==> src/rtl/pic_move_ctrl_if.sv <==
// Pixel-position in / ROM-control out bundle between the VGA timing path and pic_move_ctrl.
// Latency: none, this is wiring only.
// Backpressure: none, the raster is free-running and every signal is sampled once per pixel clock.
interface pic_move_ctrl_if;
    logic [9:0]  pix_x;
    logic [9:0]  pix_y;
    logic        pause;
    logic        rd_en;
    logic [13:0] rom_addr;
    logic        pic_valid;
    logic [9:0]  pos_x;
    logic [9:0]  pos_y;
    logic        frame_end;

    // Raster/control source side (VGA timing generator, testbench).
    modport master (
        output pix_x, pix_y, pause,
        input  rd_en, rom_addr, pic_valid, pos_x, pos_y, frame_end
    );

    // Controller side.
    modport slave (
        input  pix_x, pix_y, pause,
        output rd_en, rom_addr, pic_valid, pos_x, pos_y, frame_end
    );
endinterface

==> src/rtl/pic_move_ctrl.sv <==
// Bouncing-picture controller: owns the picture origin and generates ROM read enable/address per pixel.
// Latency: pixel at t -> rd_en/rom_addr at t+1, pic_valid (aligned with ROM q) at t+2; origin moves 2 cycles after frame_end.
// Backpressure: none, the raster cannot stall; pause only suppresses motion at an update request.
module pic_move_ctrl #(
    parameter int H_VALID   = 640,
    parameter int V_VALID   = 480,
    parameter int H_PIC     = 100,
    parameter int W_PIC     = 100,
    parameter int PIC_SIZE  = 10000,
    parameter int STEP      = 1,
    parameter int FRAME_DIV = 2
) (
    input  logic          vga_clk,
    input  logic          sys_rst_n,
    pic_move_ctrl_if.slave bus
);

    typedef enum logic {ST_WAIT, ST_UPDATE} state_t;

    localparam logic [9:0]  POS_X_RST = 10'((H_VALID - H_PIC) / 2);
    localparam logic [9:0]  POS_Y_RST = 10'((V_VALID - W_PIC) / 2);
    localparam logic [9:0]  POS_X_MAX = 10'(H_VALID - H_PIC);
    localparam logic [9:0]  POS_Y_MAX = 10'(V_VALID - W_PIC);
    localparam logic [9:0]  STEP10    = 10'(STEP);
    localparam logic [10:0] STEP11    = 11'(STEP);
    localparam logic [10:0] H_PIC11   = 11'(H_PIC);
    localparam logic [10:0] W_PIC11   = 11'(W_PIC);
    localparam logic [10:0] H_VALID11 = 11'(H_VALID);
    localparam logic [10:0] V_VALID11 = 11'(V_VALID);
    localparam logic [13:0] H_PIC14   = 14'(H_PIC);
    localparam logic [13:0] PIC_SZ14  = 14'(PIC_SIZE);
    localparam logic [7:0]  CNT_LAST  = 8'(FRAME_DIV - 1);

    state_t      state;
    logic [9:0]  pos_x;
    logic [9:0]  pos_y;
    logic        dir_x;      // 1 = moving right
    logic        dir_y;      // 1 = moving down
    logic [7:0]  frame_cnt;
    logic [13:0] line_base;
    logic        rd_en;
    logic [13:0] rom_addr;
    logic        pic_valid;
    logic        frame_end;

    // Everything is compared in 11 bits so pos+size sums cannot wrap; 10'h3FF lands far right of any picture.
    logic [10:0] px11, py11, posx11, posy11;
    logic        in_pic, row_end, last_pix, update_req;
    logic [13:0] col_off, lb_next;

    assign px11   = {1'b0, bus.pix_x};
    assign py11   = {1'b0, bus.pix_y};
    assign posx11 = {1'b0, pos_x};
    assign posy11 = {1'b0, pos_y};

    // Picture window test plus the row-end / last-pixel events derived from it.
    always_comb begin
        in_pic     = (px11 >= posx11) && (px11 < posx11 + H_PIC11) &&
                     (py11 >= posy11) && (py11 < posy11 + W_PIC11);
        row_end    = in_pic && (px11 == posx11 + H_PIC11 - 11'd1);
        last_pix   = (px11 == H_VALID11 - 11'd1) && (py11 == V_VALID11 - 11'd1);
        col_off    = 14'(px11 - posx11);
        lb_next    = line_base + H_PIC14;
        update_req = frame_end && (frame_cnt == CNT_LAST);
    end

    // Address pipeline: running row base instead of a row*width multiply; frame end restarts at word 0.
    always_ff @(posedge vga_clk or negedge sys_rst_n) begin
        if (!sys_rst_n) begin
            rd_en     <= 1'b0;
            rom_addr  <= '0;
            pic_valid <= 1'b0;
            frame_end <= 1'b0;
            line_base <= '0;
        end else begin
            rd_en     <= in_pic;
            pic_valid <= rd_en;
            frame_end <= last_pix;
            if (in_pic)
                rom_addr <= line_base + col_off;
            if (last_pix)
                line_base <= '0;
            else if (row_end)
                line_base <= (lb_next == PIC_SZ14) ? 14'd0 : lb_next;
        end
    end

    // Frame divider and motion FSM; the origin only moves in UPDATE, well before the next active pixel.
    always_ff @(posedge vga_clk or negedge sys_rst_n) begin
        if (!sys_rst_n) begin
            state     <= ST_WAIT;
            frame_cnt <= '0;
            pos_x     <= POS_X_RST;
            pos_y     <= POS_Y_RST;
            dir_x     <= 1'b1;
            dir_y     <= 1'b1;
        end else begin
            if (frame_end)
                frame_cnt <= (frame_cnt == CNT_LAST) ? 8'd0 : frame_cnt + 8'd1;
            case (state)
                ST_WAIT: begin
                    if (update_req && !bus.pause)
                        state <= ST_UPDATE;
                end
                ST_UPDATE: begin
                    state <= ST_WAIT;
                    if (dir_x) begin
                        if (posx11 + H_PIC11 + STEP11 <= H_VALID11)
                            pos_x <= pos_x + STEP10;
                        else begin
                            pos_x <= POS_X_MAX;
                            dir_x <= 1'b0;
                        end
                    end else begin
                        if (posx11 >= STEP11)
                            pos_x <= pos_x - STEP10;
                        else begin
                            pos_x <= '0;
                            dir_x <= 1'b1;
                        end
                    end
                    if (dir_y) begin
                        if (posy11 + W_PIC11 + STEP11 <= V_VALID11)
                            pos_y <= pos_y + STEP10;
                        else begin
                            pos_y <= POS_Y_MAX;
                            dir_y <= 1'b0;
                        end
                    end else begin
                        if (posy11 >= STEP11)
                            pos_y <= pos_y - STEP10;
                        else begin
                            pos_y <= '0;
                            dir_y <= 1'b1;
                        end
                    end
                end
                default: state <= ST_WAIT;
            endcase
        end
    end

    assign bus.rd_en     = rd_en;
    assign bus.rom_addr  = rom_addr;
    assign bus.pic_valid = pic_valid;
    assign bus.pos_x     = pos_x;
    assign bus.pos_y     = pos_y;
    assign bus.frame_end = frame_end;

endmodule

==> src/flat_wrapper.sv <==
// flat-port wrapper written by rule: the top's interface ports become plain ports
module pic_move_ctrl_flat 
#(
    parameter int H_VALID   = 640,
    parameter int V_VALID   = 480,
    parameter int H_PIC     = 100,
    parameter int W_PIC     = 100,
    parameter int PIC_SIZE  = 10000,
    parameter int STEP      = 1,
    parameter int FRAME_DIV = 2
)
  (vga_clk, sys_rst_n, bus_pix_x, bus_pix_y, bus_pause, bus_rd_en, bus_rom_addr, bus_pic_valid, bus_pos_x, bus_pos_y, bus_frame_end);
  pic_move_ctrl_if bus_i ();
  input  logic vga_clk;
  input  logic sys_rst_n;
  input wire logic [$bits(bus_i.pix_x)-1:0] bus_pix_x;
  input wire logic [$bits(bus_i.pix_y)-1:0] bus_pix_y;
  input wire logic [$bits(bus_i.pause)-1:0] bus_pause;
  output wire logic [$bits(bus_i.rd_en)-1:0] bus_rd_en;
  output wire logic [$bits(bus_i.rom_addr)-1:0] bus_rom_addr;
  output wire logic [$bits(bus_i.pic_valid)-1:0] bus_pic_valid;
  output wire logic [$bits(bus_i.pos_x)-1:0] bus_pos_x;
  output wire logic [$bits(bus_i.pos_y)-1:0] bus_pos_y;
  output wire logic [$bits(bus_i.frame_end)-1:0] bus_frame_end;
  assign bus_i.pix_x = bus_pix_x;
  assign bus_i.pix_y = bus_pix_y;
  assign bus_i.pause = bus_pause;
  assign bus_rd_en = bus_i.rd_en;
  assign bus_rom_addr = bus_i.rom_addr;
  assign bus_pic_valid = bus_i.pic_valid;
  assign bus_pos_x = bus_i.pos_x;
  assign bus_pos_y = bus_i.pos_y;
  assign bus_frame_end = bus_i.frame_end;
  pic_move_ctrl #(.H_VALID(H_VALID), .V_VALID(V_VALID), .H_PIC(H_PIC), .W_PIC(W_PIC), .PIC_SIZE(PIC_SIZE), .STEP(STEP), .FRAME_DIV(FRAME_DIV)) u_core (.vga_clk(vga_clk), .sys_rst_n(sys_rst_n), .bus(bus_i));
endmodule
==> config.mk <==
export PLATFORM = sky130hd
export DESIGN_NAME = pic_move_ctrl_flat
export DESIGN_NICKNAME = d
export VERILOG_FILES = /design/src/rtl/pic_move_ctrl_if.sv /design/src/rtl/pic_move_ctrl.sv /design/src/flat_wrapper.sv
export SDC_FILE = /design/constraint.sdc
export NUM_CORES = 1
export LEC_CHECK = 0
export BUFFER_PORTS_ARGS = -buffer_cell sky130_fd_sc_hd__buf_2
export CORE_ASPECT_RATIO = 0.8
export CORE_UTILIZATION = 61
export CTS_CLUSTER_DIAMETER = 40
export DETAILED_ROUTE_END_ITERATION = 16
export PLACE_DENSITY = 0.91
export SYNTH_ARGS = -nofsm -noshare
export SYNTH_HDL_FRONTEND = slang
export SYNTH_SLANG_ARGS = --single-unit
==> constraint.sdc <==
create_clock -name vga_clk -period 4.3 [get_ports vga_clk]
set_input_delay 0.215 -clock vga_clk [delete_from_list [all_inputs] [get_ports vga_clk]]
set_output_delay 0.215 -clock vga_clk [all_outputs]
set_load 0.01 [all_outputs]
-- Word-level counts from Yosys, hierarchy flattened
Index checks and enable logic that the tools add are counted.
- register bits: 62
- output and inout port bits: 37
- logic and storage cells: 65
- add/sub/neg operators: 13
- $lt $le $gt $ge: 8
- equal/unequal tests: 5
- muxes and demuxes: 18
- bitwise operators: 1
- reduce and logical (&&, ||, !) cells: 9
- operators with widths (kind ; count):
    $mux W10 ; 6
    $mux W14 ; 3
    $add A10 B7 Y11 const B ; 2
    $add A11 B1 Y11 const B ; 2
    $lt A10 B11 Y1 ; 2
    $add A10 B1 Y10 const B ; 2
    $ge A10 B1 Y1 const B ; 2
    $ge A10 B10 Y1 ; 2
    $sub A10 B1 Y10 const B ; 2
    $add A14 B14 Y14 ; 1
    $add A14 B7 Y14 const B ; 1
    $eq A14 B14 Y1 const B ; 1
    $eq A10 B11 Y1 ; 1
    $le A11 B10 Y1 const B ; 1
    $le A11 B9 Y1 const B ; 1
    $sub A10 B10 Y11 ; 1
    $sub A11 B1 Y11 const B ; 1
    $eq A10 B10 Y1 const B ; 1
    $eq A10 B9 Y1 const B ; 1
    $add A8 B1 Y8 const B ; 1
    $eq A8 B1 Y1 const B ; 1
    $mux W8 ; 1
    $logic_and A1 B1 Y1 ; 7
    $mux W1 ; 7
    other kinds (4) ; 4

-- Longest topological paths before layout
Gate-level depths: netlist of run 1.
- depth in word-level cells: 8
- gate-level depth with buffers: 18
- mapped depth without buffers: 18

-- Worst setup path after synthesis of run 1
OpenSTA, ideal clock, no wires.
- kind: flip-flop to flip-flop
- start point: register u_core.pos_x[2] (netlist: u_core.bus.pos_x[2])
- end point: register u_core.rom_addr[11] (netlist: u_core.bus.rom_addr[11])
- library setup time: 0.125 ns
- arrival: 3.621 ns
- required time: 4.175 ns
- slack: 0.554 ns
- cell stages (with the launch flop): 16
- buffers on the path: 1
- clock period less this slack: 3.746 ns
- path through: dfstp_2 -> buf_2 -> clkinv_1 -> ha_1 -> a21o_1 -> a211oi_1 -> nor2_1 -> o41ai_1 -> xnor2_1 -> ha_1 -> a31oi_1 -> nor2b_1 -> o21ai_0 -> nor2b_1 -> xnor2_1 -> mux2_2
- word-level cells in the longest chain between the ends: 5
- elaborated cells between the ends (all ways): 8
- classes of those cells: add/sub: 3; order compare: 2; reduce/logical: 3
- RTL lines (what ; RTL line ; source):
    start, declared ; pic_move_ctrl.sv:35 ; logic [9:0] pos_x;
    start signal, assigned ; pic_move_ctrl.sv:109 ; pos_x <= pos_x + STEP10;
    start signal, assigned ; pic_move_ctrl.sv:116 ; pos_x <= pos_x - STEP10;
    $add A10 B7 Y11 ; pic_move_ctrl.sv:58 ; in_pic = (px11 >= posx11) && (px11 < posx11 + H_PIC11) &&
    $lt A10 B11 Y1 ; pic_move_ctrl.sv:58 ;
    $logic_and A1 B1 Y1 (2 in a row) ; pic_move_ctrl.sv:58 ;
    $logic_and A1 B1 Y1 ; pic_move_ctrl.sv:59 ; (py11 >= posy11) && (py11 < posy11 + W_PIC11);
    end signal, assigned ; pic_move_ctrl.sv:80 ; rom_addr <= line_base + col_off;
    end, declared ; pic_move_ctrl.sv:42 ; logic [13:0] rom_addr;
Several ways; a longest one is shown, not always the timed one.
A chain may end at the register's enable or synchronous reset.

-- Worst setup path after layout of run 1
Same ends and word-level chain as after synthesis.

==> flow_metrics.env, run 1 <==
export IMPL_avgSynthCellArea_um2=8.53
export IMPL_initial_utilization=0.634
export IMPL_hold_class="in2async"
export IMPL_cp_end_kind="register"
export IMPL_antennaDiodeCount=0
export IMPL_cpMaxStageDelayCell="dfstp_2"
export IMPL_synth_seq_area_share=0.246
export IMPL_synthArstFlopShare=1.00
export IMPL_rows=32
export IMPL_p_leak_nw=2.99
export IMPL_crit_fanout=16
export IMPL_slew_limit_headroom=0.282
export IMPL_nNetsFinal=859
export IMPL_final_setup_skew_ns=0.00756
export IMPL_drt_initial_drc_count=813
export IMPL_ys_top_cells_by_area="dfrtp_1 (19%), ha_1 (13%), xnor2_1 (6.0%), dfstp_2 (5.1%), a21oi_1 (3.7%)"
export IMPL_syn_num_nets=809
export IMPL_ys_warnings_count=0
export IMPL_fp_dieW_um=114
export IMPL_clock_latency_ns=0.34
export IMPL_place_port_buffers=59
export IMPL_setup_viol_count_final=0
export IMPL_r2r_slack_ns=0.30
export IMPL_peakVddDrop_mv=0.165
export IMPL_drt_first_pass_iters=5
export IMPL_final_cell_mix="ha_1 (62), nand2_1 (60), buf_2 (59)"
export IMPL_postCtsHoldBufs=0
export IMPL_clockBufferDepth=2
export IMPL_die_h_um=91.9
export IMPL_worstMarginPinSlew_ns=1.06
export IMPL_max_freq_mhz=250
export IMPL_layout_commonest_cell="ha_1"
export IMPL_cts_sinks=60
export IMPL_cap_violations=0
export IMPL_clkTransAtPathRegs_ns=0.06
export IMPL_grt_antenna_before_repair=0
export IMPL_syn2layout_area_growth_pct=11.2
export IMPL_worstPathCellList="clkinv_1, ha_1, a21o_1, a211oi_1, nor2_1, o41ai_1, xnor2_1, ha_1, a31oi_2, nor2b_1, o21ai_0, nor2b_2, xnor2_1, mux2_2"
export IMPL_holdWs_ns=0.0260
export IMPL_yosys_area_top_type="dfrtp_1"
export IMPL_utilization=0.705
export IMPL_rsz0062_at_grt="false"
export IMPL_synthFlopType="dfrtp_1"
export IMPL_fin_tns_setup_ns=0
export IMPL_wire_per_inst_um=18.7
export IMPL_ant_nets=0
export IMPL_slew_viol_final=0
export IMPL_gp_congestion=0.978
export IMPL_netlist_area_um2=6170
export IMPL_die_area_um2=10500
export IMPL_ys_types=87
export IMPL_criticalPathCategory="reg2reg"
export IMPL_grt_pass1_wl_um=28100
export IMPL_crit_arrival_ns=4.23
export IMPL_drt_wl_total_um=17100
export IMPL_netlist_instances=723
export IMPL_period_minus_slack_ns=4.00
export IMPL_drc=0
export IMPL_tritoncts="built"
export IMPL_numCtsBuffers=9
export IMPL_vias=6110
export IMPL_startpoint_type="register"
export IMPL_dp_hpwl_um=12700
export IMPL_ioPinCount=60
export IMPL_core_um2=9730
export IMPL_status="finished, final reports clean"
export IMPL_ys_seq_elements=60
export IMPL_totalPowerFinal_w=0.00162
export IMPL_drt_vias_per_instance=6.68
export IMPL_period_share=0.930
export IMPL_synth_top_area_frac=0.195
export IMPL_grtUsageTotal=0.337
export IMPL_fill_cells=737
export IMPL_grt_max_degree=61
export IMPL_cts_root_buf="clkbuf_16"
export IMPL_final_cells=914
export IMPL_hold_viol=0
export IMPL_slowest_delay_ns=0.72
export IMPL_cp_required_ns=4.53
export IMPL_layout_drive_gt1_share=0.177
export IMPL_power_density_nw_per_um2=236
export IMPL_dp_cells=898
export IMPL_grt_remaining_overflow=0
export IMPL_synth_edf_count=0
export IMPL_grt_pass1_vias=5858
export IMPL_ctsHtreeMaxLevel=3
final cells by class:
class	instances	area (um2)	share of cell area
well taps	136	170	0.0248
clock buffers	9	225	0.0329
repair buffers	73	400	0.0584
flip-flops and latches	60	1520	0.221
inverters	37	139	0.0203
multi-input cells	592	4350	0.635
clock inverters	7	51.3	0.00748
sequential cells by signal, summed over array words and instances (netlist names):
register,flops
u_core.line_base,12
u_core.dir_x,1
u_core.bus.pos_x,10
u_core.dir_y,1
u_core.state,1
u_core.bus.frame_end,1
u_core.bus.rd_en,1
u_core.bus.pos_y,10
u_core.frame_cnt,8
u_core.bus.pic_valid,1
u_core.bus.rom_addr,14
cells by family after synthesis:
group                      count (synthesis)  synth area share
muxes                                     25            0.0448
xor gates and xnor gates                  57            0.0866
other                                      1          0.000608
buffers and inverters                     71            0.0497
adders and majority gates                 63             0.129
and+or+nand+nor                          251             0.216
AOI/OAI and AO/OA                        195             0.227
DFF                                       60             0.246
critical path: cells and delay by family, from the launching register on:
kind / cells / cell delay [ns]
adders and majority gates: 2 / 0.73
muxes: 1 / 0.26
buffers and inverters: 1 / 0.17
DFF: 1 / 0.72
AOI/OAI and AO/OA: 5 / 1.40
xor gates and xnor gates: 2 / 0.21
and+or+nand+nor: 3 / 0.39
cells in the mapped netlist, drive strengths merged, types with 17 or more instances:
cell / n
nor2: 39
nand2: 60
nand4: 17
nand3: 27
ha: 62
xnor2: 42
nor3: 29
a21oi: 47
buf: 18
dfrtp: 48
o21ai: 39
inv: 33
per-stage QoR:
| stage | instance area (um2) | worst slack (ns) |
|---|---|---|
| 6_report | 6860 | 0.302 |
| 5_1_grt | 6860 | 0.0363 |
| 3_3_place_gp | 6570 | 0.600 |
| 2_1_floorplan | 6170 | 0.554 |
| 4_1_cts | 6850 | 0.318 |
| 3_5_place_dp | 6570 | 0.370 |
routing by layer:
layer / share of wire / track usage / vias up
met5: 0 / 0 / -
li1: - / - / 2797
met1: 0.42 / 0.449 / 2892
met2: 0.46 / 0.531 / 372
met4: 0.026 / 0.143 / 0
met3: 0.095 / 0.0694 / 49
path summary, 6_finish.rpt:
kind	startpoint	endpoint	depth (start not counted)
max	u_core.bus.pos_x[2]$_DFFE_PN1P_	u_core.bus.rom_addr[11]$_DFFE_PN0P_	14
min	sys_rst_n	u_core.bus.pos_y[0]$_DFFE_PN0P_	2
max reg2reg	u_core.bus.pos_x[2]$_DFFE_PN1P_	u_core.bus.rom_addr[11]$_DFFE_PN0P_	14
min reg2reg	u_core.bus.rd_en$_DFF_PN0_	u_core.bus.pic_valid$_DFF_PN0_	0
max in group asynchronous	sys_rst_n	u_core.frame_cnt[1]$_DFFE_PN0P_	2
min in group vga_clk	bus_pause	u_core.state$_DFF_PN0_	2
report_power, final:
group | internal [W] | switching [W]
Sequential | 0.000613 | 0.0000361
Clock | 0.000391 | 0.000293
Combinational | 0.000129 | 0.000154
Total | 0.00113 | 0.000483
repair_timing:
action	in CTS	in global routing
resized for setup	0	2
setup endpoints to repair	0	1
buffers inserted	0	0
Power figures use the tool's default switching activity.
==> run 2: changes to the inputs <==
--- a/config.mk
+++ b/config.mk
@@ -5,6 +5,7 @@
 export SDC_FILE = /design/constraint.sdc
 export NUM_CORES = 1
 export LEC_CHECK = 0
+export ABC_AREA = 1
 export BUFFER_PORTS_ARGS = -buffer_cell sky130_fd_sc_hd__buf_2
 export CORE_ASPECT_RATIO = 0.8
 export CORE_UTILIZATION = 61
==> run 2 against run 1 <==
Effect of this change: power increased by 6.0%; wire length increased by 0.84%; sequential power decreased by 4.2%; critical path type unchanged; highest routed layer unchanged.
==> flow_metrics.env, run 2 <==
export IMPL_criticalPathCategory="reg2reg"
export IMPL_drt_wl_total_um=17200
export IMPL_core_um2=9810
export IMPL_clockBufferDepth=2
export IMPL_clock_latency_ns=0.33
export IMPL_die_area_um2=10700
export IMPL_holdWs_ns=0.0519
export IMPL_rows=32
export IMPL_yosys_top_cells_count="nand2_1 (232), inv_1 (120), nor2_1 (103), nand3_1 (77), ha_1 (62)"
export IMPL_worstPathCellList="inv_1, ha_1, inv_1, o21bai_1, a21oi_1, o21ai_0, xor2_1, inv_1, ha_1, a21oi_1, o21ai_0, a21oi_1, o211a_1, xor2_1, o21ai_0"
export IMPL_fp_dieW_um=115
export IMPL_dp_hpwl_um=13000
export IMPL_worstMarginPinSlew_ns=0.905
export IMPL_syn_num_nets=1037
export IMPL_netlist_instances=951
export IMPL_synthFlopType="dfrtp_1"
export IMPL_grt_pass1_vias=5740
export IMPL_final_cell_mix="nand2_1 (232), inv_1 (120), nor2_1 (103)"
export IMPL_ys_warnings_count=0
export IMPL_synth_seq_area_share=0.242
export IMPL_synth_edf_count=0
export IMPL_netlist_area_um2=6260
export IMPL_slowest_delay_ns=0.73
export IMPL_drc=0
export IMPL_layout_commonest_cell="nand2_1"
export IMPL_p_switching_w=0.000443
export IMPL_max_freq_mhz=278
export IMPL_reg2reg_to="u_core.bus.rom_addr[10]$_DFFE_PN0P_"
export IMPL_wire_per_inst_um=15.0
export IMPL_drt_first_pass_iters=7
export IMPL_synth_most_common_cell="nand2_1"
export IMPL_dp_cells=1130
export IMPL_sw_frac_of_total=0.259
export IMPL_vias=6572
export IMPL_hold_class="in2async"
export IMPL_crit_arrival_ns=3.79
export IMPL_antennaDiodeCount=0
export IMPL_cts_root_buf="clkbuf_16"
export IMPL_fin_tns_setup_ns=0
export IMPL_initial_utilization=0.638
export IMPL_avgSynthCellArea_um2=6.58
export IMPL_place_port_buffers=59
export IMPL_crit_fanout=15
export IMPL_grt_max_degree=61
export IMPL_peakVddDrop_mv=0.214
export IMPL_r2r_cells=15
export IMPL_ctsResizeCount=0
export IMPL_final_setup_skew_ns=0.0104
export IMPL_grt_antenna_before_repair=0
export IMPL_postCtsHoldBufs=0
export IMPL_drt_initial_drc_count=770
export IMPL_die_h_um=92.6
export IMPL_post_cts_repair_setup_buffers=0
export IMPL_slew_viol_final=0
export IMPL_synthArstFlopShare=1.00
export IMPL_p_int_w=0.00127
export IMPL_cpMaxStageDelayCell="dfstp_2"
export IMPL_clkTransAtPathRegs_ns=0.06
export IMPL_startpoint_type="register"
export IMPL_drt_vias_per_instance=5.73
export IMPL_ys_seq_elements=60
export IMPL_ioPinCount=60
export IMPL_gp_congestion=1.03
export IMPL_pwr_share_seq=0.363
export IMPL_ant_nets=0
export IMPL_hold_viol=0
export IMPL_cp_required_ns=4.49
export IMPL_numCtsBuffers=9
export IMPL_power_frac_comb=0.147
export IMPL_largestRegisters="u_core.bus.rom_addr x14, u_core.line_base x12"
export IMPL_cap_violations=0
export IMPL_regMostFlops="u_core.bus.rom_addr"
export IMPL_rsz0062_at_grt="false"
export IMPL_yosys_area_top_type="dfrtp_1"
export IMPL_largest_reg_flops=14
export IMPL_cts_sinks=60
export IMPL_grt_pass1_wl_um=28200
export IMPL_grtUsageTotal=0.339
export IMPL_slew_limit_headroom=0.392
export IMPL_pwr_share_clk=0.490
export IMPL_power_density_nw_per_um2=245
export IMPL_period_share=0.837
export IMPL_synth_top_area_frac=0.192
export IMPL_timing_rr_start="u_core.bus.pos_x[2]$_DFFE_PN1P_"
export IMPL_grt_remaining_overflow=0
export IMPL_tritoncts="built"
export IMPL_r2r_slack_ns=0.70
export IMPL_syn2layout_area_growth_pct=11.8
export IMPL_ys_types=43
export IMPL_nNetsFinal=1091
export IMPL_p_leak_nw=3.72
export IMPL_layout_drive_gt1_share=0.111
export IMPL_ys_top_cells_by_area="dfrtp_1 (19%), nand2_1 (14%), ha_1 (12%), inv_1 (7.2%), xor2_1 (6.4%)"
export IMPL_ctsHtreeMaxLevel=3
export IMPL_period_minus_slack_ns=3.60
export IMPL_cp_end_kind="register"
export IMPL_setup_viol_count_final=0
export IMPL_final_cells=1146
export IMPL_status="finished, final reports clean"
run 2: routing by layer:
| layer | global-route usage | up-vias | part of all wire |
|---|---|---|---|
| met3 | 0.0785 | 26 | 0.12 |
| met2 | 0.499 | 360 | 0.41 |
| met4 | 0.0639 | 0 | 0.012 |
| met1 | 0.503 | 2958 | 0.46 |
| met5 | 0 | - | 0 |
| li1 | - | 3228 | - |
run 2: power groups by stage:
stage	combinational (W)	clock (W)	sequential [W]
after floorplan	0.000131	0	0.000650
final	0.000251	0.000839	0.000622
after detailed placement	0.000248	0	0.000631
after CTS	0.000250	0.000845	0.000622
after global routing	0.000286	0.000873	0.000626
after global placement	0.000243	0	0.000629
run 2: how the worst max path moves through the flow:
stage                                         start                             endpoint  slack [ns]  depth (start not counted)
floorplan           u_core.bus.pos_x[2]$_DFFE_PN1P_  u_core.bus.rom_addr[10]$_DFFE_PN0P_        1.04                         16
global placement    u_core.bus.pos_x[2]$_DFFE_PN1P_  u_core.bus.rom_addr[10]$_DFFE_PN0P_        0.88                         15
detailed placement  u_core.bus.pos_x[2]$_DFFE_PN1P_  u_core.bus.rom_addr[10]$_DFFE_PN0P_        0.82                         15
CTS                 u_core.bus.pos_x[2]$_DFFE_PN1P_  u_core.bus.rom_addr[10]$_DFFE_PN0P_        0.80                         15
global route        u_core.bus.pos_x[2]$_DFFE_PN1P_  u_core.bus.rom_addr[10]$_DFFE_PN0P_        0.42                         15
finish              u_core.bus.pos_x[2]$_DFFE_PN1P_  u_core.bus.rom_addr[10]$_DFFE_PN0P_        0.70                         15
run 2: cells by family after synthesis:
family	count (synthesis)	synth area share
other	1	0.000599
AO/OA/AOI/OAI	130	0.116
buffers and inverters	152	0.0941
XOR/XNOR	60	0.0840
adder cells (fa/ha/maj)	63	0.127
flip-flops	60	0.242
AND/OR/NAND/NOR	485	0.336
run 2: area by class of cell:
type | count | area, um2
Inverter | 133 | 499
Timing Repair Buffer | 62 | 318
Tap cell | 136 | 170
Fill cell | 769 | 2810
Sequential cell | 60 | 1520
Multi-Input combinational cell | 739 | 4150
Clock inverter | 6 | 111
Clock buffer | 10 | 229
run 2: stage by stage:
| step | util | area (um2) | setup slack [ns] | power (W) |
|---|---|---|---|---|
| CTS | 0.713 | 7000 | 0.800 | 0.00172 |
| floorplan | - | 6260 | 1.04 | 0.000781 |
| global route | 0.713 | 7000 | 0.423 | 0.00179 |
| detailed placement | 0.679 | 6660 | 0.818 | 0.000880 |
| finish | 0.713 | 7000 | 0.701 | 0.00171 |
| global placement | 0.679 | 6660 | 0.882 | 0.000872 |
run 2: worst max-delay path: cells and delay by family (launching register included):
| kind | cells | cell delay (ns) |
|---|---|---|
| buffers and inverters | 3 | 0.34 |
| flip-flops | 1 | 0.73 |
| adder cells (fa/ha/maj) | 2 | 0.73 |
| AO/OA/AOI/OAI | 8 | 1.38 |
| XOR/XNOR | 2 | 0.30 |
==> run 3: changes to the inputs <==
==> constraint.sdc (replaced) <==
create_clock -name vga_clk -period 3.35 [get_ports vga_clk]
set_input_delay 0.1675 -clock vga_clk [delete_from_list [all_inputs] [get_ports vga_clk]]
set_output_delay 0.1675 -clock vga_clk [all_outputs]
set_load 0.01 [all_outputs]
==> run 3 against run 2 <==
Effect of this change: global-route usage is 0.80 points higher; power is 20% higher; clock power is 9.7% higher; via count is 3.1% higher; sequential share of layout area is 0.51 points lower; worst hold slack worse by 0.037 ns; clock skew is 0.0022 ns lower; cell area is 2.5% higher; sequential power is 28% higher; critical endpoint unchanged; highest routed layer unchanged.
==> flow_metrics.env, run 3 (same netlist as run 2, synthesis figures left out) <==
export IMPL_fp_dieW_um=115
export IMPL_initial_utilization=0.638
export IMPL_slew_viol_final=0
export IMPL_slew_limit_headroom=0.519
export IMPL_layout_drive_gt1_share=0.138
export IMPL_drt_first_pass_iters=6
export IMPL_ioPinCount=60
export IMPL_grt_max_degree=61
export IMPL_grt_pass1_vias=5871
export IMPL_drt_vias_per_instance=5.83
export IMPL_place_port_buffers=59
export IMPL_drc=0
export IMPL_p_leak_nw=3.80
export IMPL_final_setup_skew_ns=0.00822
export IMPL_grtUsageTotal=0.347
export IMPL_antennaDiodeCount=0
export IMPL_regMostFlops="u_core.bus.rom_addr"
export IMPL_cts_sinks=60
export IMPL_rows=32
export IMPL_drt_wl_total_um=18100
export IMPL_p_int_w=0.00148
export IMPL_final_cell_mix="nand2_1 (232), inv_1 (119), nor2_1 (101)"
export IMPL_cp_end_kind="register"
export IMPL_clkTransAtPathRegs_ns=0.06
export IMPL_totalPowerFinal_w=0.00206
export IMPL_power_frac_comb=0.167
export IMPL_fill_cells=781
export IMPL_grt_pass1_wl_um=28700
export IMPL_criticalPathCategory="reg2reg"
export IMPL_gp_congestion=0.966
export IMPL_peakVddDrop_mv=0.265
export IMPL_fin_tns_setup_ns=0
export IMPL_pwr_share_clk=0.446
export IMPL_status="finished, final reports clean"
export IMPL_wire_per_inst_um=15.6
export IMPL_cp_required_ns=3.61
export IMPL_drt_initial_drc_count=829
export IMPL_layout_commonest_cell="nand2_1"
export IMPL_largest_reg_flops=14
export IMPL_clockBufferDepth=2
export IMPL_ctsHtreeMaxLevel=3
export IMPL_crit_arrival_ns=3.52
export IMPL_worstMarginPinSlew_ns=0.722
export IMPL_setup_viol_count_final=0
export IMPL_dp_hpwl_um=13300
export IMPL_largestRegisters="u_core.bus.rom_addr x14, u_core.line_base x12"
export IMPL_numCtsBuffers=9
export IMPL_vias=6775
export IMPL_grt_remaining_overflow=0
export IMPL_ant_nets=0
export IMPL_tritoncts="built"
export IMPL_period_minus_slack_ns=3.27
export IMPL_period_share=0.975
export IMPL_cap_violations=0
export IMPL_hold_viol=0
export IMPL_hold_class="in2reg"
export IMPL_nNetsFinal=1108
export IMPL_startpoint_type="register"
export IMPL_syn2layout_area_growth_pct=14.6
export IMPL_die_area_um2=10700
export IMPL_core_um2=9810
export IMPL_max_freq_mhz=306
export IMPL_clock_latency_ns=0.34
export IMPL_power_density_nw_per_um2=288
export IMPL_cts_root_buf="clkbuf_16"
export IMPL_r2r_slack_ns=0.08
export IMPL_sw_frac_of_total=0.280
export IMPL_grt_antenna_before_repair=0
export IMPL_pwr_share_seq=0.387
export IMPL_crit_fanout=6
export IMPL_die_h_um=92.6
export IMPL_p_switching_w=0.000578
==> run 3: worst max-delay path, stage by stage, from the launching register on <==
cell and delay, ns:
dfstp_2 0.60, clkinvlp_4 0.20, ha_4 0.32, a21oi_1 0.08, o21bai_2 0.24, a21oi_1 0.10
o21ai_1 0.16, xor2_1 0.17, inv_1 0.07, ha_2 0.38, nand2_1 0.11, nor2_2 0.16
a21oi_2 0.10, o211a_1 0.22, xor2_1 0.13, o21ai_0 0.15
==> run 3: layout make-up <==
class	count	area [um2]	share of cell area
Timing Repair Buffer	79	473	0.0659
Tap cell	136	170	0.0237
Clock inverter	6	65.1	0.00907
Clock buffer	10	229	0.0319
Multi-Input combinational cell	739	4210	0.588
Sequential cell	60	1520	0.212
Inverter	133	503	0.0701
==> run 3: power by group through the flow <==
| stage | clock, W | sequential [W] | combinational (W) |
|---|---|---|---|
| floorplan | 0 | 0.000834 | 0.000168 |
| global placement | 0 | 0.000808 | 0.000315 |
| detailed placement | 0 | 0.000809 | 0.000325 |
| CTS | 0.000925 | 0.000798 | 0.000330 |
| global route | 0.000954 | 0.000803 | 0.000386 |
| finish | 0.000920 | 0.000797 | 0.000344 |
==> run 3: final timing paths <==
kind	from	end	cells past startpoint
setup / recovery	u_core.bus.pos_x[1]$_DFFE_PN1P_	u_core.bus.rom_addr[10]$_DFFE_PN0P_	15
hold / removal	bus_pause	u_core.state$_DFF_PN0_	2
setup reg to reg	u_core.bus.pos_x[1]$_DFFE_PN1P_	u_core.bus.rom_addr[10]$_DFFE_PN0P_	15
hold reg to reg	u_core.bus.rd_en$_DFF_PN0_	u_core.bus.pic_valid$_DFF_PN0_	0
max in group asynchronous	sys_rst_n	u_core.bus.pos_x[1]$_DFFE_PN1P_	3
min in group asynchronous	sys_rst_n	u_core.frame_cnt[2]$_DFFE_PN0P_	3
==> run 3: layer usage <==
metal	vias up	track usage	part of all wire
met3	43	0.0870	0.13
met2	423	0.492	0.41
met5	-	0	0
met4	0	0.114	0.021
met1	3044	0.508	0.43
li1	3265	-	-
==> run 3: repair_timing <==
action | in CTS | in global routing
setup endpoints to repair | 0 | 6
hold buffers | 1 | 0
endpoints found under the hold margin | 48 | 0
gates resized for setup | 0 | 17
buffers inserted | 0 | 4
==> run 3: per-stage QoR <==
stage	area, um2	cells	hold WS [ns]	utilization	setup slack, ns
after CTS	7080	1159	0.0118	0.721	0.0505
after floorplan	6260	951	-0.128	-	0.0932
after detailed placement	6770	1142	0.202	0.690	0.0749
final	7170	1163	0.0150	0.731	0.0839
after global routing	7170	1163	0.0242	0.731	-0.0543
after global placement	6770	1142	0.200	0.690	0.189
